## src/rtl/serial_subtractor.sv

```systemverilog
// serial_subtractor
// Bit-serial two's-complement subtractor: computes a - b - bin one bit per
// clock, LSB first, through a single full-subtractor cell. Operands arrive
// and results leave over valid/ready handshakes. Intended as the small,
// latency-tolerant subtract path of the FP datapath.
module serial_subtractor #(
  parameter int WIDTH     = 8,
  parameter int IMPL_TYPE = 0
) (
  input  logic             clk,
  input  logic             rst,
  input  logic             in_valid,
  output logic             in_ready,
  input  logic [WIDTH-1:0] in_a,
  input  logic [WIDTH-1:0] in_b,
  input  logic             in_bin,
  output logic             out_valid,
  input  logic             out_ready,
  output logic [WIDTH-1:0] out_diff,
  output logic             out_bout,
  output logic             out_ovf
);

  localparam int              CNT_W    = $clog2(WIDTH);
  localparam logic [CNT_W-1:0] LAST_BIT = CNT_W'(WIDTH - 1);

  typedef enum logic [1:0] {
    S_IDLE = 2'd0,
    S_RUN  = 2'd1,
    S_DONE = 2'd2
  } state_t;

  state_t state_q, state_d;

  // Operand shift registers; bit 0 feeds the cell each RUN cycle.
  logic [WIDTH-1:0] sa_q;
  logic [WIDTH-1:0] sb_q;
  // Difference bits produced so far, newest at the MSB. Only WIDTH-1 bits
  // are kept: the final bit comes straight from the cell on the last edge.
  logic [WIDTH-2:0] res_q;
  logic [WIDTH-1:0] res_full;

  logic             borrow_q;
  logic [CNT_W-1:0] cnt_q;
  logic             a_msb_q;
  logic             b_msb_q;

  logic [WIDTH-1:0] out_diff_q;
  logic             out_bout_q;
  logic             out_ovf_q;

  logic cell_diff;
  logic cell_bout;
  logic accept;
  logic last_bit;

  function automatic logic maj3(input logic x, input logic y, input logic z);
    return (x & y) | (x & z) | (y & z);
  endfunction

  // Full-subtractor cell, selectable implementation. Both variants are
  // bit-identical; they differ only in the gate structure they map to.
  generate
    if (WIDTH < 2) begin : g_bad_width
      $fatal(1, "serial_subtractor: WIDTH must be at least 2");
    end

    if (IMPL_TYPE == 0) begin : g_xor_mux
      // When a and b differ the borrow is decided by b alone (0-1 borrows,
      // 1-0 does not); when they match the incoming borrow propagates.
      logic a_xor_b;
      assign a_xor_b   = sa_q[0] ^ sb_q[0];
      assign cell_bout = a_xor_b ? sb_q[0] : borrow_q;
      assign cell_diff = a_xor_b ^ borrow_q;
    end else if (IMPL_TYPE == 1) begin : g_maj
      // Subtraction is addition of ~a with b and bin: the borrow is the
      // majority of the three, and the parity is rebuilt from two further
      // majority gates (sum = maj(~cout, cin, maj(x, y, ~cin))). Inverting
      // that parity of (~a, b, bin) gives a ^ b ^ bin.
      logic not_a;
      logic inner_maj;
      logic parity_n;
      assign not_a     = ~sa_q[0];
      assign cell_bout = maj3(not_a, sb_q[0], borrow_q);
      assign inner_maj = maj3(not_a, sb_q[0], ~borrow_q);
      assign parity_n  = maj3(~cell_bout, borrow_q, inner_maj);
      assign cell_diff = ~parity_n;
    end else begin : g_bad_impl
      $fatal(1, "serial_subtractor: IMPL_TYPE must be 0 or 1");
    end
  endgenerate

  assign accept   = in_valid && in_ready;
  assign last_bit = (state_q == S_RUN) && (cnt_q == LAST_BIT);
  assign res_full = {cell_diff, res_q};

  // State register.
  always_ff @(posedge clk) begin
    if (rst) begin
      state_q <= S_IDLE;
    end else begin
      state_q <= state_d;
    end
  end

  // Next-state logic: accept, count through WIDTH bits, then wait for the
  // consumer.
  always_comb begin
    state_d = state_q;
    case (state_q)
      S_IDLE:  if (in_valid)  state_d = S_RUN;
      S_RUN:   if (last_bit)  state_d = S_DONE;
      S_DONE:  if (out_ready) state_d = S_IDLE;
      default: state_d = S_IDLE;
    endcase
  end

  // Handshake outputs are pure decodes of the state register.
  always_comb begin
    in_ready  = (state_q == S_IDLE);
    out_valid = (state_q == S_DONE);
  end

  // Operand capture on accept, then one shift per RUN cycle.
  always_ff @(posedge clk) begin
    if (rst) begin
      sa_q    <= '0;
      sb_q    <= '0;
      a_msb_q <= 1'b0;
      b_msb_q <= 1'b0;
    end else if (accept) begin
      sa_q    <= in_a;
      sb_q    <= in_b;
      a_msb_q <= in_a[WIDTH-1];
      b_msb_q <= in_b[WIDTH-1];
    end else if (state_q == S_RUN) begin
      sa_q <= sa_q >> 1;
      sb_q <= sb_q >> 1;
    end
  end

  // Borrow chain and bit counter.
  always_ff @(posedge clk) begin
    if (rst) begin
      borrow_q <= 1'b0;
      cnt_q    <= '0;
    end else if (accept) begin
      borrow_q <= in_bin;
      cnt_q    <= '0;
    end else if (state_q == S_RUN) begin
      borrow_q <= cell_bout;
      cnt_q    <= cnt_q + CNT_W'(1);
    end
  end

  // Partial result: each new difference bit enters from the MSB side.
  always_ff @(posedge clk) begin
    if (rst) begin
      res_q <= '0;
    end else if (state_q == S_RUN) begin
      res_q <= res_full[WIDTH-1:1];
    end
  end

  // Result registers load on the last bit and hold until the next result;
  // an aborted operation never reaches this point.
  always_ff @(posedge clk) begin
    if (rst) begin
      out_diff_q <= '0;
      out_bout_q <= 1'b0;
      out_ovf_q  <= 1'b0;
    end else if (last_bit) begin
      out_diff_q <= res_full;
      out_bout_q <= cell_bout;
      out_ovf_q  <= (a_msb_q != b_msb_q) && (cell_diff != a_msb_q);
    end
  end

  assign out_diff = out_diff_q;
  assign out_bout = out_bout_q;
  assign out_ovf  = out_ovf_q;

endmodule
```

## config.mk

```make
export PLATFORM = sky130hd
export DESIGN_NAME = serial_subtractor
export DESIGN_NICKNAME = d
export VERILOG_FILES = /design/src/rtl/serial_subtractor.sv
export SDC_FILE = /design/constraint.sdc
export NUM_CORES = 1
export LEC_CHECK = 0
export CORE_UTILIZATION = 49
export DETAILED_ROUTE_END_ITERATION = 12
export GPL_ROUTABILITY_DRIVEN = 0
export PLACE_DENSITY = 0.75
export SLEW_MARGIN = 20
export SYNTH_ARGS = -nofsm -noshare
export SYNTH_HDL_FRONTEND = slang
export SYNTH_SLANG_ARGS = --single-unit
```

## constraint.sdc

```tcl
create_clock -name clk -period 1.7 [get_ports clk]
set_input_delay 0.51 -clock clk [delete_from_list [all_inputs] [get_ports clk]]
set_output_delay 0.51 -clock clk [all_outputs]
set_load 0.1 [all_outputs]
```

==> results.yml <==
sta:
  report.final.slew_viol_count: 0
  fmax_mhz: 609.9
  fin_ws_ns: 0.06032
  rsz0062_at_grt: "no"
  hold-worst-slack_ns: 0.4662
  finalSetupViolCount: 0
  relSlewSlack_pct: 71.27
  min_period_ns: 1.640
  worst_pin_slew_ns: 0.4309
  finalCritPeriodShare_pct: 96.45
  finalClockSkew_ns: 0.009384
  hold_viol_final: 0
critical_path:
  critPathMaxStageDelay_ns: 0.40
  startpoint: "state_q[0]$_SDFFE_PP0P_"
  r2r_end: "sb_q[2]$_SDFFE_PP0P_"
  rr_worst_depth: 5
  crit_path_end_kind: "output port"
  crit_fanout: 5
  start_kind: "flop"
  path_buf_inv: 1
  crit_chain: "nor2_2 > buf_12"
  crit_family: "flip-flops"
  r2r_slack_ns: 0.26
  worstPathRequired_ns: 1.19
  cpMaxStageDelayCell: "dfxtp_1"
  crit_cells: 2
  crit_path_end: "in_ready"
  crit_arrival_ns: 1.13
  critPathKind: "reg -> out"
  r2r_start: "state_q[0]$_SDFFE_PP0P_"
yosys:
  async_reset_ff_share_pct: 0
  syn-cell-area_sq_um: 1572
  syn_inst: 187
  ys.flop_type: "dfxtp_1"
  syn-num-nets: 210
  synth-seq-cells: 41
  synth_edf_count: 0
  synth.distinct_cells: 22
  syn_avg_cell_area_sq_um: 8.404
  ys.warnings.count: 0
  seq_area_frac_synth_pct: 52.23
placement:
  dp_hpwl_um: 2275
  port_buffers: 32
  pre_cts_ws_ns: -0.2251
floorplanning:
  dieHeight_um: 58.63
  num_rows: 20
  io_pins: 33
  die_area_sq_um: 3437
  die_w_um: 58.63
  core_sq_um: 3053
  initial_core_util_pct: 51.48
power_and_ir_drop:
  p_leak_nw: 0.7810
  peakVddDrop_v: 0.0007297
  power_mw: 1.937
  power.density_nw_per_um2: 888.3
layout:
  final_nets: 242
  drive_gt1_share_pct: 15.00
  final_common_cell: "nand2_1"
  nFillCells: 266
  antenna_cells: 0
  syn2layout_area_growth_pct: 38.77
  fin_util_pct: 71.43
  final_cell_mix: "55 x nand2_1, 40 x dfxtp_1, 36 x a21oi_1, 20 x clkdlybuf4s50_1, 15 x a22oi_1"
grt:
  grt_max_degree: 42
  grtUsageTotal_pct: 19.90
  overflow: 0
  grt_pass1_vias: 1293
  grt_pass1_wl_um: 5188
  antenna_found_initial: 0
routing:
  firstDrtPassIters: 4
  vias: 1392
  drt-initial-drc-count: 23
  ant_nets: 0
  via_per_inst: 5.273
  routedWlPerCell_um: 11.99
  routed_wl_um: 3166
  drc: 0
flow_run:
  maxCapViolations: 0
worst_hold_path:
  min_path_type: "reg -> reg"
clock_tree:
  cts_tree: "built"
  cts_buffer_depth: 2
  clock-sinks: 41
  cts-root-buf: "clkbuf_4"
  postCtsHoldBufs: 0
  htree_levels: 2
  cts_buffers: 5
  clk_latency_ns: 0.36
  clkTransAtPathRegs_ns: 0.12
outcome:
  outcome: "completed"
-- power breakdown --
part           leakage [nW]  switching, mW  internal, mW  total, mW
clock                0.0445          0.319         0.349      0.668
combinational         0.402          0.127         0.116      0.243
sequential            0.334         0.0270         0.999       1.03
total                 0.781          0.473          1.46       1.94
-- timing repair --
action,CTS,global route
resized for setup,2,1
setup buffers,0,0
setup endpoints to repair,1,15
-- registers in the layout (all words and copies together), names as in the netlist, 2 cells and up --
| signal | count |
|---|---|
| sa_q | 8 |
| cnt_q | 3 |
| state_q | 2 |
| res_q | 7 |
| out_diff | 8 |
| sb_q | 8 |
-- cells in the mapped netlist, drive strengths merged (2+ instances only) --
cell | count | area share (%)
nand2 | 55 | 13
dfxtp | 41 | 52
a21oi | 36 | 11
a22oi | 15 | 7.2
buf | 7 | 2.1
clkbuf | 6 | 1.4
nor2 | 6 | 1.6
nor3 | 3 | 0.96
xnor2 | 3 | 1.7
ha | 2 | 1.6
mux2i | 2 | 1.3
nand2b | 2 | 0.80
nor2b | 2 | 0.80
-- worst min path at each step --
stage / start / end / slack [ns] / cells past startpoint
floorplan: res_q[0]$_SDFFE_PP0N_ / out_diff[0]$_SDFFE_PP0P_ / 0.43 / 2
global placement: res_q[0]$_SDFFE_PP0N_ / out_diff[0]$_SDFFE_PP0P_ / 0.44 / 2
detailed placement: sa_q[3]$_SDFFE_PP0P_ / sa_q[3]$_SDFFE_PP0P_ / 0.45 / 2
CTS: sa_q[3]$_SDFFE_PP0P_ / sa_q[3]$_SDFFE_PP0P_ / 0.47 / 2
global route: sa_q[2]$_SDFFE_PP0P_ / sa_q[2]$_SDFFE_PP0P_ / 0.48 / 2
finish: sa_q[7]$_SDFFE_PP0P_ / sa_q[7]$_SDFFE_PP0P_ / 0.47 / 2
-- final cells by class --
cell class | count | area [sq um] | share of cell area (%)
sequential | 41 | 822.0 | 37.69
multi-input combinational | 132 | 713.2 | 32.70
timing repair buffer | 38 | 498.0 | 22.83
tap | 44 | 55.05 | 2.524
clock buffer | 6 | 51.30 | 2.352
clock inverter | 2 | 37.54 | 1.721
inverter | 1 | 3.754 | 0.1721
-- tightest hold or removal path, stage by stage (launching register included) --
cell	delay, ns
dfxtp_1	0.33
nand2_1	0.05
a21oi_1	0.05
-- stage by stage --
| step | cell area, sq um | instances | setup TNS [ns] |
|---|---|---|---|
| global route | 2181 | 264 | 0 |
| CTS | 2176 | 264 | 0 |
| finish | 2181 | 264 | 0 |
| floorplan | 1577 | 187 | -0.04237 |
| detailed placement | 2081 | 256 | -3.746 |
| global placement | 2081 | 256 | -3.239 |
-- layer usage --
| metal | track usage [%] | part of all wire [%] |
|---|---|---|
| met4 | 7.143 | 1.4 |
| met5 | 0 | 0 |
| met1 | 20.56 | 40 |
| met3 | 5.934 | 4.5 |
| met2 | 37.77 | 54 |
-- cell families after synthesis --
| kind of cell | count (synthesis) | share of synthesized area [%] |
|---|---|---|
| and+or+nand+nor | 72 | 19.19 |
| adders and majority gates | 3 | 2.229 |
| buffers and inverters | 14 | 3.821 |
| DFF | 41 | 52.23 |
| AOI/OAI and AO/OA | 52 | 19.59 |
| xor gates and xnor gates | 3 | 1.672 |
| muxes | 2 | 1.274 |
No activity file was read; power rests on OpenSTA's default activity.
